<file path="src/rtl/quad_enc_gen.sv">
//------------------------------------------------------------------------------
// quad_enc_gen
//
// Quadrature encoder generator. Turns a signed detent command into ck/dt
// quadrature waveforms for a rotary decoder, for loopback self-test or to
// emulate front-panel input. A receiver that counts each ck edge as +1 when
// ck==dt after the edge (CW) and -1 otherwise (CCW) reads back the command.
//
// Ports
//   aclk       in   1  clock, all logic on the rising edge
//   aresetn    in   1  asynchronous active-low reset
//   cmd_valid  in   1  command strobe
//   cmd_ready  out  1  high only while idle; accept = cmd_valid && cmd_ready
//   cmd_steps  in   8  signed detents: >0 CW, <0 CCW, -128..127
//   abort      in   1  level; stop after the detent in progress
//   busy       out  1  high while a command executes
//   remaining  out  8  unsigned detents left, including the one in progress
//   done       out  1  one-cycle pulse at command completion
//   ck         out  1  quadrature clock line
//   dt         out  1  quadrature data line
//
// Parameters
//   PHASE_CYCLES   aclk cycles per quadrature phase (>= 2); one detent takes
//                  2*PHASE_CYCLES cycles
//   BOUNCE_CYCLES  bounce window after each line edge (bounce build only)
//
// Optional feature
//   QUAD_GEN_BOUNCE_EN  when defined, every ck/dt edge is followed by a
//                       BOUNCE_CYCLES-cycle window in which the line shows the
//                       new value on even cycles and the old value on odd
//                       cycles (cycle 0 = the edge). Nominal timing and state
//                       sequencing are identical in both builds.
//------------------------------------------------------------------------------
module quad_enc_gen #(
   parameter int PHASE_CYCLES  = 32000,
   parameter int BOUNCE_CYCLES = 8
) (
   input  logic       aclk,
   input  logic       aresetn,
   input  logic       cmd_valid,
   output logic       cmd_ready,
   input  logic [7:0] cmd_steps,
   input  logic       abort,
   output logic       busy,
   output logic [7:0] remaining,
   output logic       done,
   output logic       ck,
   output logic       dt
);

   localparam int CW = (PHASE_CYCLES > 2) ? $clog2(PHASE_CYCLES) : 1;

   // HOLD_DT lasts PHASE_CYCLES-1 cycles because the SET_DT cycle already
   // counts towards the first phase; HOLD_CK lasts a full PHASE_CYCLES.
   localparam logic [CW-1:0] C_LOAD_DT = CW'(PHASE_CYCLES - 2);
   localparam logic [CW-1:0] C_LOAD_CK = CW'(PHASE_CYCLES - 1);

   // Elaboration-time parameter sanity checks.
   if (PHASE_CYCLES < 2) begin : g_bad_phase
      $error("quad_enc_gen: PHASE_CYCLES must be >= 2");
   end
   if (BOUNCE_CYCLES < 0) begin : g_bad_bounce_neg
      $error("quad_enc_gen: BOUNCE_CYCLES must not be negative");
   end
`ifdef QUAD_GEN_BOUNCE_EN
   if (BOUNCE_CYCLES >= PHASE_CYCLES) begin : g_bad_bounce_len
      $error("quad_enc_gen: BOUNCE_CYCLES must be < PHASE_CYCLES");
   end
`endif

   typedef enum logic [2:0] {
      S_IDLE    = 3'd0,
      S_SET_DT  = 3'd1,
      S_HOLD_DT = 3'd2,
      S_HOLD_CK = 3'd3,
      S_FINISH  = 3'd4
   } state_t;

   state_t          r_state,  w_state_next;
   logic [CW-1:0]   r_cnt,    w_cnt_next;
   logic [7:0]      r_rem,    w_rem_next;
   logic            r_dir_cw, w_dir_cw_next;
   logic            r_ck,     w_ck_next;
   logic            r_dt,     w_dt_next;

   logic [7:0]      w_steps_mag;
   logic [7:0]      w_rem_dec;

   // Two's-complement magnitude; -128 maps to 8'h80 = 128 unsigned.
   assign w_steps_mag = cmd_steps[7] ? (~cmd_steps + 8'd1) : cmd_steps;
   assign w_rem_dec   = r_rem - 8'd1;

   //---------------------------------------------------------------------------
   // State register
   //---------------------------------------------------------------------------
   always_ff @(posedge aclk or negedge aresetn) begin
      if (!aresetn) begin
         r_state  <= S_IDLE;
         r_cnt    <= '0;
         r_rem    <= 8'd0;
         r_dir_cw <= 1'b1;
         r_ck     <= 1'b0;
         r_dt     <= 1'b0;
      end else begin
         r_state  <= w_state_next;
         r_cnt    <= w_cnt_next;
         r_rem    <= w_rem_next;
         r_dir_cw <= w_dir_cw_next;
         r_ck     <= w_ck_next;
         r_dt     <= w_dt_next;
      end
   end

   //---------------------------------------------------------------------------
   // Next-state logic. The line registers are written on the transition INTO
   // a state, so the dt update is visible during the SET_DT cycle itself and
   // the ck toggle during the first HOLD_CK cycle. That places the ck edge
   // exactly PHASE_CYCLES after the dt edge and keeps the detent period at
   // 2*PHASE_CYCLES. ck and dt are never written on the same transition, so
   // only one line moves per edge.
   //---------------------------------------------------------------------------
   always_comb begin
      w_state_next  = r_state;
      w_cnt_next    = r_cnt;
      w_rem_next    = r_rem;
      w_dir_cw_next = r_dir_cw;
      w_ck_next     = r_ck;
      w_dt_next     = r_dt;

      case (r_state)
         S_IDLE: begin
            if (cmd_valid) begin
               w_dir_cw_next = ~cmd_steps[7];
               w_rem_next    = w_steps_mag;
               if (cmd_steps == 8'd0) begin
                  w_state_next = S_FINISH;
               end else begin
                  w_state_next = S_SET_DT;
                  // CW: dt becomes ~ck; CCW: dt follows ck.
                  w_dt_next    = cmd_steps[7] ? r_ck : ~r_ck;
               end
            end
         end

         S_SET_DT: begin
            w_state_next = S_HOLD_DT;
            w_cnt_next   = C_LOAD_DT;
         end

         S_HOLD_DT: begin
            if (r_cnt == '0) begin
               w_state_next = S_HOLD_CK;
               w_ck_next    = ~r_ck;
               w_cnt_next   = C_LOAD_CK;
            end else begin
               w_cnt_next   = r_cnt - 1'b1;
            end
         end

         S_HOLD_CK: begin
            if (r_cnt == '0) begin
               w_rem_next = w_rem_dec;
               // abort is only looked at here, so a started detent always
               // completes and the receiver never sees a half step.
               if ((w_rem_dec == 8'd0) || abort) begin
                  w_state_next = S_FINISH;
               end else begin
                  w_state_next = S_SET_DT;
                  w_dt_next    = r_dir_cw ? ~r_ck : r_ck;
               end
            end else begin
               w_cnt_next = r_cnt - 1'b1;
            end
         end

         S_FINISH: begin
            w_state_next = S_IDLE;
         end

         default: begin
            w_state_next = S_IDLE;
         end
      endcase
   end

   assign cmd_ready = (r_state == S_IDLE);
   assign busy      = (r_state != S_IDLE);
   assign done      = (r_state == S_FINISH);
   assign remaining = r_rem;

   //---------------------------------------------------------------------------
   // Line drivers
   //---------------------------------------------------------------------------
   logic [1:0] w_line_nom;
   logic [1:0] w_line_out;

   assign w_line_nom = {r_ck, r_dt};

`ifdef QUAD_GEN_BOUNCE_EN
   localparam int BW = (BOUNCE_CYCLES > 1) ? $clog2(BOUNCE_CYCLES) : 1;

   logic [1:0] w_line_nom_next;
   assign w_line_nom_next = {w_ck_next, w_dt_next};

   // One bounce tracker per line. r_idx is the cycle index inside the window
   // (0 = edge cycle); the nominal value is inverted on odd indices, which for
   // a single-bit line is exactly "show the old value".
   for (genvar gi = 0; gi < 2; gi++) begin : g_bounce
      logic          r_act;
      logic [BW-1:0] r_idx;

      always_ff @(posedge aclk or negedge aresetn) begin
         if (!aresetn) begin
            r_act <= 1'b0;
            r_idx <= '0;
         end else if (w_line_nom_next[gi] != w_line_nom[gi]) begin
            r_act <= (BOUNCE_CYCLES > 0);
            r_idx <= '0;
         end else if (r_act) begin
            if (r_idx == BW'(BOUNCE_CYCLES - 1)) begin
               r_act <= 1'b0;
            end
            r_idx <= r_idx + 1'b1;
         end
      end

      assign w_line_out[gi] = w_line_nom[gi] ^ (r_act & r_idx[0]);
   end
`else
   assign w_line_out = w_line_nom;
`endif

   assign ck = w_line_out[1];
   assign dt = w_line_out[0];

endmodule

</file>
<file path="config.mk">
export PLATFORM = sky130hd
export DESIGN_NAME = quad_enc_gen
export DESIGN_NICKNAME = d
export VERILOG_FILES = /design/src/rtl/quad_enc_gen.sv
export SDC_FILE = /design/constraint.sdc
export NUM_CORES = 1
export LEC_CHECK = 0
export CAP_MARGIN = 0
export CORE_MARGIN = 2
export CORE_UTILIZATION = 60
export CTS_CLUSTER_DIAMETER = 120
export DETAILED_ROUTE_END_ITERATION = 6
export DONT_BUFFER_PORTS = 1
export PLACE_DENSITY_LB_ADDON = 0.1
export SLEW_MARGIN = 10
export SYNTH_ARGS = -nofsm -noshare
export SYNTH_HDL_FRONTEND = slang
export SYNTH_SLANG_ARGS = --single-unit
export TNS_END_PERCENT = 5
</file>
<file path="constraint.sdc">
create_clock -name aclk -period 2.7 [get_ports aclk]
set_input_delay 0.27 -clock aclk [delete_from_list [all_inputs] [get_ports aclk]]
set_output_delay 0.27 -clock aclk [all_outputs]
set_load 0.005 [all_outputs]
</file>
# Word level (Yosys, flattened, before mapping)
# Cells that the tools add are included.
# totals
in_bits	12
elab_cells	56
out_inout_bits	13
register_bits	29
# classes
n_reduce_logical	14
bitwise	3
n_eq_ne	10
muxes	20
add_sub_neg	3
# op_table
op	count
$pmux 15 s3	1
$mux 15	2
$mux 8	3
$logic_not 8->1	2
$pmux 8 s2	1
$logic_not 15->1	1
$mux 3	5
$sub 15x1->15 const B	1
$ne 2x2->1 const B	6
$pmux 3 s4	1
$add 8x1->8 const B	1
$not 8->8	1
$sub 8x1->8 const B	1
$eq 3x2->1 const B	2
$mux 1	6
$reduce_and 2->1	3
$reduce_and 3->1	2
$reduce_bool 3->1	2
$reduce_and 5->1	1
$eq 3x1->1 const B	1
$eq 3x3->1 const B	1
$logic_not 3->1	1
$not 1->1	2
$pmux 1 s2	1
2 further kinds	2

# Logic depth before layout (Yosys ltp)
# logic_depth
depth_word	6
depth_mapped	9
depth_no_buf	7

# Worst setup path after synthesis
# No wires, ideal clock.
# synth_path
path_kind	register to register
from	register r_cnt[0]
to	register r_cnt[1]
setup_slack_ps	746
synth_period_minus_slack_ps	1954
path_stages_with_launch	10
t_arrival_ps	1808
required_time_ps	2554
n_path_buf	2
path_cell_list	dfrtp_1 -> inv_1 -> ha_1 -> nor2b_1 -> nand4_1 -> clkbuf_1 -> nor3_1 -> o21bai_1 -> clkbuf_1 -> o211ai_1
# synth_between
elab_chain_cells	3
# synth_lines
element	line_no	rtl
from (decl)	80	logic [CW-1:0] r_cnt, w_cnt_next;
from (signal assigned)	106	r_cnt <= w_cnt_next;
$sub 15x1->15 / $logic_not 15->1 (equally long branches)	n/a	
$mux 15, or another cell as far along	161	if (r_cnt == '0) begin
$pmux 15 s3 / $reduce_and 2->1 (equally long branches)	n/a	
# Parallel ways exist; a longest one is shown, timed or not. The select of a mux whose other input is x is not followed.
# A chain may end at the register's enable or synchronous reset.

# Final worst setup path
# layout_path
from	register r_cnt[0]
to	register r_cnt[14]
# The elaborated chain is that of the path after synthesis.

==> run_results.csv <==
group,metric,value,unit
worst_setup_path,crit_fanout,13,
power,power-per-cell-area,811,mW/mm^2
worst_setup_path,critical_path_required_time,2.93,ns
cts,clock_latency,0.34,ns
placed_design,place.detailed.instances,266,
yosys,syn_avg_cell_area,8.81,sq um
global_route,grt_use_total,26.8,%
global_route,number_of_global_route_vias_before_repair,1642,
sta,finalHoldWorstSlack,0.0891,ns
cts,post_cts.resized_instances,0,
die,die-area,0.00383,sq mm
die,dieHeight,61.9,um
global_route,grt_start_max_net_pins,30,
worst_setup_path,path_cells,"inv_1, ha_1, nor2b_1, nand4_1, buf_4, nor3_1, o21bai_1, a21bo_2",
yosys,synth_seq_area_share,36.2,%
yosys,synth-edff-count,0,
layout,mostFrequentLayoutCell,"sky130_fd_sc_hd__dfrtp_1",
layout,final.fill_count,277,
sta,fmaxAchievable,0.417,GHz
worst_setup_path,worst-setup-path-type,"reg2reg",
worst_setup_path,critPathArrivalTime,2.63,ns
cts,cts_tree,"done",
yosys,number_of_nets_in_the_synthesized_netlist,244,
layout,final_layout_size_suffix_gt1_share,12.6,%
global_route,grt_overflow,0,
cts,max-clock-path-buffers,2,
drt,totalWireLength,4.51,mm
drt,drt-initial-drc-count,125,
power,finalPower,1760,uW
placed_design,port_buffers,0,
drt,drt_pass1_iterations,4,
placed_design,pre_cts_ws,0.322,ns
global_route,grt_pass1_wl,7.41,mm
worst_setup_path,worst_setup_path_start_kind,"register",
drt,avgRoutedWirePerCell,16.3,um
sta,fin_ws,0.301,ns
die,fp.coreArea,0.00328,sq mm
layout,antennaDiodeCount,0,
power,power.ir.vdd_worst,0.535,mV
layout,num-nets-final,246,
yosys,yosys_register_bits,29,
layout,layout.cells.most_common_list,"28 x sky130_fd_sc_hd__dfrtp_1, 24 x sky130_fd_sc_hd__nand2_1, 16 x sky130_fd_sc_hd__o21ai_0",
sta,actual_slew_at_the_worst_max_slew_pin,0.900,ns
sta,clock-skew-final,0.00566,ns
yosys,synth_top_cell_area_share,34.9,%
sta,timing.slew.headroom,39.9,%
sta,layout_min_cycle_time,2.40,ns
placed_design,hpwlAfterDp,3.32,mm
drt,final_antenna_net_count,0,
sta,fin_crit_sh,88.8,%
job,max_cap_violations,0,
layout,final-instance-count-excl-fill,277,
yosys,synth_cell_type_count,63,
worst_setup_path,worst_path_largest_cell_delay,0.73,ns
power,power.leakage,0.000846,uW
sta,setup_tns,0,ns
yosys,synth_ff_type,"sky130_fd_sc_hd__dfrtp_1",
cts,cts_root_buffer,"sky130_fd_sc_hd__clkbuf_4",
cts,deepest_level_of_the_cts_h_tree,2,
yosys,synthDominantAreaCellType,"sky130_fd_sc_hd__dfrtp_1",
yosys,netlist_area,0.00201,sq mm
drt,post_dr_vias_cell,6.36,
layout,multiInputGateArea,0.00118,sq mm
drt,remaining_drc_errors,0,
cts,cts_sinks,29,
worst_hold_path,hp-class,"in2reg",
die,start_util,61.2,%
cts,cts-hold-fix-buffers,3,
layout,area_delta_synth_final,7.85,%
die,floorplan.rows,21,
sta,setup_repair_after_global_routing_missed_its_margin,"false",
yosys,synth.top_cells.by_area,"sky130_fd_sc_hd__dfrtp_1 35%, sky130_fd_sc_hd__nand2_1 4.5%, sky130_fd_sc_hd__o21ai_0 4.0%, sky130_fd_sc_hd__xnor2_1 3.5%, sky130_fd_sc_hd__a21oi_1 2.7%",
die,die_x,61.9,um
cts,cts_buffers,5,
worst_setup_path,worst_path_max_delay_cell,"sky130_fd_sc_hd__o21bai_1",
sta,final-setup-viol-count,0,
placed_design,finalWeightedCongestion,0.884,
sta,hold_violations,0,
sta,count_of_pins_over_their_slew_limit,0,
yosys,synth_warnings,0,
worst_setup_path,endpoint_kind,"register",
layout,seq_area,727,sq um
cts,cts.reportedPaths.clkPinSlew,0.10,ns
drt,num_vias,1762,
yosys,fraction_of_registers_with_async_set_or_reset_after_synthesis,100,%
worst_setup_path,reg2reg_slack,0.30,ns
outcome,outcome,"finished, final reports clean",
yosys,synth_cells,228,
global_route,grt_antenna_before_repair,0,
die,io_pins,25,
cts,postCtsSetupBuffers,0,
[report_power, final]
| part | internal, uW | total, uW | switching, uW |
|---|---|---|---|
| Sequential | 567 | 786 | 219 |
| Combinational | 263 | 593 | 330 |
| Clock | 221 | 379 | 158 |
[cell usage after synthesis (3+ instances only)]
library cell,count
sky130_fd_sc_hd__o211a_1,3
sky130_fd_sc_hd__or3_1,5
sky130_fd_sc_hd__nand2b_1,3
sky130_fd_sc_hd__a211oi_1,4
sky130_fd_sc_hd__nor4_1,3
sky130_fd_sc_hd__nor2_1,10
sky130_fd_sc_hd__or4_1,3
sky130_fd_sc_hd__o21ai_0,16
sky130_fd_sc_hd__inv_1,12
sky130_fd_sc_hd__nor3b_1,3
sky130_fd_sc_hd__nand2_1,24
sky130_fd_sc_hd__dfrtp_1,28
sky130_fd_sc_hd__ha_1,4
sky130_fd_sc_hd__nor3_1,8
sky130_fd_sc_hd__a21oi_1,11
sky130_fd_sc_hd__clkbuf_1,8
sky130_fd_sc_hd__o211ai_1,7
sky130_fd_sc_hd__xor2_1,6
sky130_fd_sc_hd__nand3_1,5
sky130_fd_sc_hd__xnor2_1,8
sky130_fd_sc_hd__o31ai_1,3
[worst paths after layout]
| check | startpoint | endpoint | cells after the start |
|---|---|---|---|
| min | cmd_valid | r_dir_cw | 2 |
| min in group asynchronous | aresetn | r_state[0] | 2 |
| min reg2reg | r_dir_cw | r_dir_cw | 2 |
| max reg2reg | r_cnt[0] | r_cnt[14] | 8 |
| max in group asynchronous | aresetn | r_dir_cw | 2 |
| max | r_cnt[0] | r_cnt[14] | 8 |
[routing by layer]
layer	GRT usage [%]	vias to the layer above	part of all wire, %
li1	-	846	-
met1	34.5	861	46
met2	41.8	48	47
met3	7.04	7	5.2
met4	12.8	0	2.0
met5	0	-	0
[flip-flops by register name, summed over array words and instances (netlist names)]
| signal | flops |
|---|---|
| remaining | 8 |
| ck | 1 |
| r_cnt | 15 |
| dt | 1 |
| r_dir_cw | 1 |
| r_state | 3 |
[area by class of cell]
type	count	area share, %
multi-input combinational	174	54.4
sequential	29	33.5
timing repair buffer	7	3.23
tap	46	2.66
clock buffer	7	2.54
inverter	13	2.25
clock inverter	1	1.39
[worst max-delay path, delay by kind of cell, from the launching register on]
family	cells	cell delay (ns)
and+or+nand+nor	3	0.38
adders and majority gates	1	0.23
DFF	1	0.41
buffers and inverters	2	0.26
AOI/OAI and AO/OA	2	1.03
[cells by family (layout without fill, tap and decap cells)]
family | Yosys count | in the layout | synth area share (%)
AO/OA/AOI/OAI | 70 | 70 | 24.9
XOR/XNOR | 14 | 14 | 6.10
adder cells (fa/ha/maj) | 4 | 4 | 2.49
buffers and inverters | 25 | 28 | 5.17
flip-flops | 29 | 29 | 36.2
AND/OR/NAND/NOR | 86 | 86 | 25.2
[metrics by stage]
step                      util, %  instance area, sq um
after CTS                    66.0                  2170
after detailed placement     62.2                  2040
after global routing         66.0                  2170
after global placement       62.2                  2040
final                        66.0                  2170
after floorplan                 -                  2010
(Power assumes the default switching activity.)
